===== config.mk =====
export PLATFORM = sky130hd
export DESIGN_NAME = vedic_mul_acc_flat
export DESIGN_NICKNAME = d
export VERILOG_FILES = /design/src/rtl/vedic_mul_acc_if.sv /design/src/rtl/vedic_mul_acc.sv /design/src/flat_wrapper.sv
export SDC_FILE = /design/constraint.sdc
export NUM_CORES = 1
export LEC_CHECK = 0
export CORE_UTILIZATION = 45
export DETAILED_ROUTE_END_ITERATION = 10
export PLACE_DENSITY_LB_ADDON = 0.2
export SYNTH_ARGS = -nofsm -noshare
export SYNTH_HDL_FRONTEND = slang
export SYNTH_SLANG_ARGS = --single-unit

===== constraint.sdc =====
create_clock -name clk -period 6.3 [get_ports clk]
set_input_delay 1.575 -clock clk [delete_from_list [all_inputs] [get_ports clk]]
set_output_delay 1.575 -clock clk [all_outputs]
set_load 0.02 [all_outputs]

===== src/rtl/vedic_mul_acc_if.sv =====
// ---------------------------------------------------------------------------
// vedic_mul_acc_if
//   Groups the product-beat input stream and the result output stream of the
//   vedic_mul_acc packet accumulator.
//
//   Parameter
//     GUARD     : guard bits above the 128-bit product. It must match the GUARD
//                 of the vedic_mul_acc instance this bus connects to.
//
//   Signals
//     in_valid  : product beat valid                  (upstream -> block)
//     in_ready  : block can accept a beat             (block -> upstream)
//     in_prod   : 128-bit unsigned product            (upstream -> block)
//     in_last   : beat is the final beat of a packet  (upstream -> block)
//     out_valid : result valid                        (block -> downstream)
//     out_ready : downstream accepts the result       (downstream -> block)
//     out_acc   : packet sum, 128+GUARD bits          (block -> downstream)
//     out_count : number of beats in the packet       (block -> downstream)
//     out_ovf   : accumulator overflowed in packet    (block -> downstream)
//
//   Modports
//     master : environment side (drives the beats and out_ready)
//     slave  : accumulator side (the vedic_mul_acc port)
// ---------------------------------------------------------------------------
`timescale 1ns/1ps

interface vedic_mul_acc_if #(
  parameter int GUARD = 8
);
  logic                 in_valid;
  logic                 in_ready;
  logic [127:0]         in_prod;
  logic                 in_last;
  logic                 out_valid;
  logic                 out_ready;
  logic [127+GUARD:0]   out_acc;
  logic [15:0]          out_count;
  logic                 out_ovf;

  modport master (
    output in_valid,
    output in_prod,
    output in_last,
    output out_ready,
    input  in_ready,
    input  out_valid,
    input  out_acc,
    input  out_count,
    input  out_ovf
  );

  modport slave (
    input  in_valid,
    input  in_prod,
    input  in_last,
    input  out_ready,
    output in_ready,
    output out_valid,
    output out_acc,
    output out_count,
    output out_ovf
  );
endinterface


===== src/rtl/vedic_mul_acc.sv =====
// ---------------------------------------------------------------------------
// vedic_mul_acc
//   Packet accumulator for the 128-bit products of a 64x64 vedic multiplier.
//   Beats of a packet are summed into a 128+GUARD bit accumulator together
//   with a saturating 16-bit beat counter and a sticky overflow flag. The beat
//   flagged in_last closes the packet: the result (including that beat) is
//   registered onto the output bus one cycle later and held until the
//   downstream handshake completes. No new beat is accepted while a result is
//   held.
//
//   Parameter
//     GUARD       : accumulator guard bits above the product, legal 1..32
//
//   Ports
//     clk         : clock, all state changes on its rising edge
//     rst_n       : asynchronous active-low reset
//     clear       : synchronous abort, wins over every other event
//     bus         : vedic_mul_acc_if.slave (in_* beat stream, out_* result)
//
//   Configuration macro
//     VEDIC_ACC_SAT_EN : when defined the accumulator saturates at all-ones
//                        on overflow; otherwise it wraps modulo 2^(128+GUARD).
//                        The overflow flag is set in both builds.
//
//   States
//     IDLE  : no beat of the current packet accepted yet
//     ACCUM : at least one beat accepted, last beat not seen
//     DRAIN : result held on the output bus
// ---------------------------------------------------------------------------
`timescale 1ns/1ps

module vedic_mul_acc #(
  parameter int GUARD = 8
) (
  input  logic             clk,
  input  logic             rst_n,
  input  logic             clear,
  vedic_mul_acc_if.slave   bus
);

  localparam int W = 128 + GUARD;

  generate
    if (GUARD < 1 || GUARD > 32) begin : g_bad_guard
      $error("vedic_mul_acc: GUARD must be in 1..32");
    end
  endgenerate

  typedef enum logic [1:0] {
    IDLE  = 2'd0,
    ACCUM = 2'd1,
    DRAIN = 2'd2
  } state_t;

  state_t          state;

  // running packet state
  logic [W-1:0]    acc;
  logic [15:0]     count;
  logic            ovf;

  // held result
  logic            out_valid_q;
  logic [W-1:0]    out_acc_q;
  logic [15:0]     out_count_q;
  logic            out_ovf_q;

  // combinational next values for an accepted beat
  logic            can_accept;
  logic            accept;
  logic [W:0]      sum_ext;
  logic            carry;
  logic [W-1:0]    acc_add;
  logic [15:0]     count_add;
  logic            ovf_add;

  // in_ready is a function of the registered state and the live clear input,
  // so a clear in the same cycle as a valid beat prevents the handshake.
  assign can_accept = (state != DRAIN) && !clear;
  assign accept     = bus.in_valid && can_accept;

  // One extra bit on the left captures the carry out of the top accumulator bit.
  assign sum_ext = {1'b0, acc} + {{(GUARD + 1){1'b0}}, bus.in_prod};
  assign carry   = sum_ext[W];

`ifdef VEDIC_ACC_SAT_EN
  // Once saturated, any further non-zero add carries again and stays at max.
  assign acc_add = carry ? {W{1'b1}} : sum_ext[W-1:0];
`else
  assign acc_add = sum_ext[W-1:0];
`endif

  assign count_add = (count == 16'hFFFF) ? count : (count + 16'd1);
  assign ovf_add   = ovf | carry;

  always_ff @(posedge clk or negedge rst_n) begin
    if (!rst_n) begin
      state       <= IDLE;
      acc         <= '0;
      count       <= '0;
      ovf         <= 1'b0;
      out_valid_q <= 1'b0;
      out_acc_q   <= '0;
      out_count_q <= '0;
      out_ovf_q   <= 1'b0;
    end else if (clear) begin
      // Abort: drop the partial packet and any held result. The data outputs
      // keep their last values; out_valid low marks them as meaningless.
      state       <= IDLE;
      acc         <= '0;
      count       <= '0;
      ovf         <= 1'b0;
      out_valid_q <= 1'b0;
    end else begin
      case (state)
        IDLE, ACCUM: begin
          if (accept) begin
            if (bus.in_last) begin
              out_valid_q <= 1'b1;
              out_acc_q   <= acc_add;
              out_count_q <= count_add;
              out_ovf_q   <= ovf_add;
              acc         <= '0;
              count       <= '0;
              ovf         <= 1'b0;
              state       <= DRAIN;
            end else begin
              acc         <= acc_add;
              count       <= count_add;
              ovf         <= ovf_add;
              state       <= ACCUM;
            end
          end
        end
        DRAIN: begin
          // out_valid is always 1 here, so out_ready alone completes the handshake.
          if (bus.out_ready) begin
            out_valid_q <= 1'b0;
            state       <= IDLE;
          end
        end
        default: begin
          state <= IDLE;
        end
      endcase
    end
  end

  assign bus.in_ready  = can_accept;
  assign bus.out_valid = out_valid_q;
  assign bus.out_acc   = out_acc_q;
  assign bus.out_count = out_count_q;
  assign bus.out_ovf   = out_ovf_q;

endmodule


===== src/flat_wrapper.sv =====
// flat-port wrapper written by rule: the top's interface ports become plain ports
module vedic_mul_acc_flat 
#(
  parameter int GUARD = 8
)
  (clk, rst_n, clear, bus_in_valid, bus_in_prod, bus_in_last, bus_out_ready, bus_in_ready, bus_out_valid, bus_out_acc, bus_out_count, bus_out_ovf);
  vedic_mul_acc_if #(.GUARD(GUARD)) bus_i ();
  input  logic clk;
  input  logic rst_n;
  input  logic clear;
  input wire logic [$bits(bus_i.in_valid)-1:0] bus_in_valid;
  input wire logic [$bits(bus_i.in_prod)-1:0] bus_in_prod;
  input wire logic [$bits(bus_i.in_last)-1:0] bus_in_last;
  input wire logic [$bits(bus_i.out_ready)-1:0] bus_out_ready;
  output wire logic [$bits(bus_i.in_ready)-1:0] bus_in_ready;
  output wire logic [$bits(bus_i.out_valid)-1:0] bus_out_valid;
  output wire logic [$bits(bus_i.out_acc)-1:0] bus_out_acc;
  output wire logic [$bits(bus_i.out_count)-1:0] bus_out_count;
  output wire logic [$bits(bus_i.out_ovf)-1:0] bus_out_ovf;
  assign bus_i.in_valid = bus_in_valid;
  assign bus_i.in_prod = bus_in_prod;
  assign bus_i.in_last = bus_in_last;
  assign bus_i.out_ready = bus_out_ready;
  assign bus_in_ready = bus_i.in_ready;
  assign bus_out_valid = bus_i.out_valid;
  assign bus_out_acc = bus_i.out_acc;
  assign bus_out_count = bus_i.out_count;
  assign bus_out_ovf = bus_i.out_ovf;
  vedic_mul_acc #(.GUARD(GUARD)) u_core (.clk(clk), .rst_n(rst_n), .clear(clear), .bus(bus_i));
endmodule

==> metrics.txt, run 1 <==
total power 6.50 mW; DR vias 19.1k; H-tree depth 2; Root Driver clkbuf_16; post-cts sizing count 0; total CTS buffers 36; #FFs+latches synth 309; Die H 214 um; clk buf depth 3; area of the multi-input gates 0.0119 mm2; Seq/Total Area, Yosys 38.2%; Leakage Power 10.7 nW; hold-fix buffers at CTS 0; number of buffers added on ports 288; antenna-violating nets left 0; Setup crit end kind flip-flop; WP data required 6.73 ns; DR WL/cell 19.9 um; Reg-to-Reg Start u_core.acc[0]; hold_sp u_core.bus.out_acc[95]; Reg2Reg Capture Point u_core.bus.out_acc[120]; gr usage total 28.3%; post-route fraction of the period consumed by the critical path 89.6%; vias per cell 5.83; row count 77; top cells by count, synth nand2_1 (427), o21ai_0 (358), dfrtp_1 (309); total of max-cap violations 0; DRT Wirelength 65.2 mm; share of layout cells above drive strength 1 4.85%; main flop type after synthesis dfrtp_1; hold crit path type reg2reg; Final Skew 0.0220 ns; synthesized instance count 2442; kind of start point of the critical path primary input; Tmin final 5.65 ns; worst slack at placement 0.200 ns; Ys Warns 0; largest net degree at the start of global routing 122; Post-DP Area 0.0236 mm2; Std-Cell Core Area 0.0443 mm2; post-CTS setup buffers 0; setup ws final 0.655 ns; worst skew pair latency 0.56 ns; Synth-to-Final Area Change 21.9%; TNS Setup 0 ns; Synth cell types 80; ys async rst share 100%; crit-path max FO 5; worst slew pin tran 0.995 ns; Finished Core Util 55.7%; reg2reg setup slack 1.74 ns; worst ir drop on vdd 0.159 mV; Worst Reg-to-Reg Cells 13; FMAX 177 MHz; Critical Path AT 6.08 ns; CTS Sinks 309; GPL Wtd Cong 0.969; DP Wirelength 50.4 mm; run status finished clean; DRT iter0 DRCs 1504; Syn Nets 2706; CTS tree yes; total global routing overflow 0; first-pass GRT wire length 104 mm; Crit. Startpoint bus_in_prod[6]; unrepaired setup endpoints after global routing false; Crit Path Class in2reg; Layout fillers 4190; Max-slew headroom 33.6%; Setup violations, final 0; Die X 214 um; synth top area cells dfrtp_1 (38%), o21ai_0 (8.8%), ha_1 (8.0%); pwr dens 263 mW/mm2; Nets 2917; Sequential Area 0.00773 mm2; drt first pass iters 5; vias in the first global route 18.9k; cell taking the most area after synthesis dfrtp_1; Avg Cell Area, Syn 8.30 um2; fin area 0.0247 mm2; area of the mapped netlist 0.0203 mm2; Hold Path Stages 2; share of Yosys cell area claimed by the top area cell type 38.2%; Starting Density 45.7%; hold endpoint u_core.bus.out_acc[95]; I/O Pins 289; EDFF count, synth 0; Residual DRC 0; Fin. Hold Viols 0; clk slew on worst S/H paths 0.05 ns; most frequent cell after synthesis nand2_1; die area 0.0459 mm2; initial antenna violation count 1; max-slew violations 0
==> cells in the final DEF, fill, tap and decap left out, drive strengths merged, types with 24 or more instances in the layout <==
cell           instances
nand2                427
o21ai                382
dfrtp                309
clkdlybuf4s50        287
a21oi                213
nor2                 148
ha                   129
xnor2                 79
nand4                 76
xor2                  59
clkbuf                53
a21o                  51
o21bai                45
inv                   43
nor3                  26
a22o                  25
nand3                 24
==> state kept, by name (all words and copies together), names as in the netlist <==
signal / cells
u_core.acc: 136
u_core.bus.out_acc: 136
u_core.bus.out_count: 16
u_core.bus.out_ovf: 1
u_core.bus.out_valid: 1
u_core.count: 16
u_core.ovf: 1
u_core.state: 2
==> layout make-up <==
cell class / count / share of cell area [%]
Multi-Input combinational cell: 1956 / 48.1
Sequential cell: 309 / 31.3
Timing Repair Buffer: 308 / 12.4
Clock buffer: 53 / 4.19
Tap cell: 592 / 3.00
Inverter: 42 / 0.638
Clock inverter: 12 / 0.415
Antenna cell: 1 / 0.0101
==> where the power goes <==
| group | internal (mW) | switching [mW] | total [mW] | leakage [nW] |
|---|---|---|---|---|
| Clock | 1.18 | 0.864 | 2.05 | 0.563 |
| Combinational | 0.847 | 1.19 | 2.04 | 6.02 |
| Sequential | 2.25 | 0.164 | 2.42 | 4.07 |
==> through the flow <==
stage	std cells	hold WS, ns
floorplan	2442	0.443
global placement	3207	0.461
detailed placement	3207	0.472
CTS	3272	0.484
global route	3273	0.501
finish	3273	0.475
==> worst max-delay path, cell delays in order <==
cell and delay [ns]:
clkdlybuf4s50_1 0.46, ha_1 0.38, a211oi_1 0.23, o21bai_1 0.13, a31oi_1 0.40, o211ai_1 0.25, a31oi_2 0.51, o31ai_2 0.18
a31o_2 0.35, a211oi_1 0.72, o21ai_0 0.37, xnor2_1 0.23, mux2_2 0.28
==> worst max path at each step <==
| stage | end | cells past startpoint |
|---|---|---|
| 6_report | u_core.bus.out_acc[105] | 13 |
| 5_1_grt | u_core.bus.out_acc[124] | 14 |
| 4_1_cts | u_core.bus.out_acc[120] | 14 |
| 3_5_place_dp | u_core.bus.out_acc[120] | 14 |
| 3_3_place_gp | u_core.bus.out_acc[105] | 13 |
| 2_1_floorplan | u_core.bus.out_acc[120] | 13 |
==> per-layer routing <==
layer  up-vias  GRT usage (%)  share of wire (%)
li1       9185              -                  -
met1      9203           38.6                 45
met2       569           45.3                 46
met3       122           5.18                6.1
met4         0           9.29                3.2
met5         -              0                  0
==> logic make-up after synthesis <==
group | synth area share [%]
xor gates and xnor gates | 5.96
buffers and inverters | 3.33
muxes | 1.10
DFF | 38.2
adders and majority gates | 8.06
and+or+nand+nor | 17.5
AOI/OAI and AO/OA | 25.9
(Power assumes the default switching activity.)
==> run 2, diff against run 1 <==
- CORE_ASPECT_RATIO: default -> 0.5
- CTS_BUF_LIST: default -> sky130_fd_sc_hd__clkbuf_2
- CTS_CLUSTER_SIZE: default -> 25
==> metrics.txt, run 2 (synthesis results as in run 1) <==
unrepaired setup endpoints after global routing false; most common cell after layout, fill and taps aside nand2_1; busiest grt layer met2; initial antenna violation count 1; GPL Wtd Cong 0.946; gr usage total 27.6%; setup ws final 1.06 ns; Leakage Power 10.6 nW; WP data required 7.19 ns; clk slew on worst S/H paths 0.11 ns; Layout fillers 4177; hold crit path type reg2reg; Int Pwr 3.63 mW; Final Skew 0.104 ns; DR WL/cell 18.9 um; worst skew pair latency 1.00 ns; Nets 2963; Sequential Area 0.00773 mm2; Critical Path AT 6.13 ns; Setup violations, final 0; total CTS buffers 76; Die X 302 um; pwr dens 240 mW/mm2; Psw 2.21 mW; die area 0.0459 mm2; Root Driver clkbuf_2; most frequent cells in the layout nand2_1 (426), o21ai_0 (358), dfrtp_1 (309); I/O Pins 289; Residual DRC 0; largest net degree at the start of global routing 121; Gate power share 34.7%; Setup crit end kind flip-flop; max-slew violations 0; Fin. Hold Viols 0; DRT Wirelength 63.2 mm; worst ir drop on vdd 0.129 mV; CTS Sinks 309; sequential power share 41.0%; FMAX 191 MHz; fin area 0.0243 mm2; Post-DP Area 0.0236 mm2; kind of start point of the critical path primary input; first-pass GRT wire length 101 mm; GR Util met1 38.8%; antenna-violating nets left 0; run status finished clean; total global routing overflow 0; vias per cell 5.72; area of the multi-input gates 0.0119 mm2; Max-slew headroom 28.1%; clock power share 24.3%; hold-fix buffers at CTS 0; Starting Density 46.1%; clk buf depth 3; total of max-cap violations 0; row count 54; switching part of the total 37.8%; vias in the first global route 18.7k; M2 GR Usage 43.8%; worst slack at placement 0.202 ns; TNS Setup 0 ns; drt first pass iters 5; CTS tree yes; number of buffers added on ports 288; DP Wirelength 48.6 mm; H-tree depth 3; crit-path max FO 5; DR vias 19.1k; GRT met3 Usage 4.19%; post-cts sizing count 0; worst slew pin tran 1.08 ns; Die H 152 um; Std-Cell Core Area 0.0440 mm2; Tmin final 5.24 ns; Synth-to-Final Area Change 20.0%; Crit Path Class in2reg; DRT iter0 DRCs 1193; post-CTS setup buffers 0; post-route fraction of the period consumed by the critical path 83.2%; share of layout cells above drive strength 1 7.13%
run 2: area by class of cell:
cell class	instances	share of cell area [%]
diodes	3	0.0309
clock buffers	103	2.12
clock inverters	24	0.720
inverters	42	0.648
multi-input cells	1956	48.8
flip-flops and latches	309	31.8
well taps	588	3.03
repair buffers	314	12.8
run 2: stage by stage:
stage	instances	total power, mW	util [%]	hold WS [ns]
after floorplan	2442	3.56	-	0.443
after global placement	3209	4.45	53.7	0.463
after detailed placement	3209	4.46	53.7	0.470
after CTS	3336	5.91	55.3	0.490
after global routing	3338	6.21	55.3	0.506
final	3339	5.85	55.3	0.484
run 2: layer usage:
layer	vias to the layer above	routed length, um
met3	111	3020
met5	-	0
li1	9338	-
met2	525	29100
met1	9119	29600
met4	0	1580
run 2: critical path: stages:
cell             delay, ns
clkdlybuf4s50_1       0.43
ha_1                  0.37
a211oi_1              0.23
o21bai_1              0.14
a31oi_1               0.55
o211ai_1              0.33
a31oi_2               0.52
o31ai_2               0.18
a31o_2                0.35
a211oi_1              0.70
o21ai_0               0.28
xnor2_1               0.20
mux2_2                0.27
run 2: power groups by stage:
| stage | registers (mW) | clock network [mW] | logic (mW) |
|---|---|---|---|
| after floorplan | 2.69 | 0 | 0.865 |
| after global placement | 2.43 | 0 | 2.01 |
| after detailed placement | 2.44 | 0 | 2.02 |
| after CTS | 2.40 | 1.48 | 2.03 |
| after global routing | 2.44 | 1.58 | 2.20 |
| final | 2.40 | 1.42 | 2.03 |
run 2: final timing paths:
kind	start	slack, ns	cells after the start	to
max	bus_in_prod[6]	1.06	13	u_core.bus.out_acc[105]
min	u_core.bus.out_count[0]	0.48	2	u_core.bus.out_count[0]
max reg2reg	u_core.acc[6]	1.73	12	u_core.bus.out_acc[105]
min reg2reg	u_core.bus.out_count[0]	0.48	2	u_core.bus.out_count[0]
max in group asynchronous	rst_n	4.49	2	u_core.bus.out_count[0]
min in group asynchronous	rst_n	0.62	1	u_core.bus.out_acc[55]
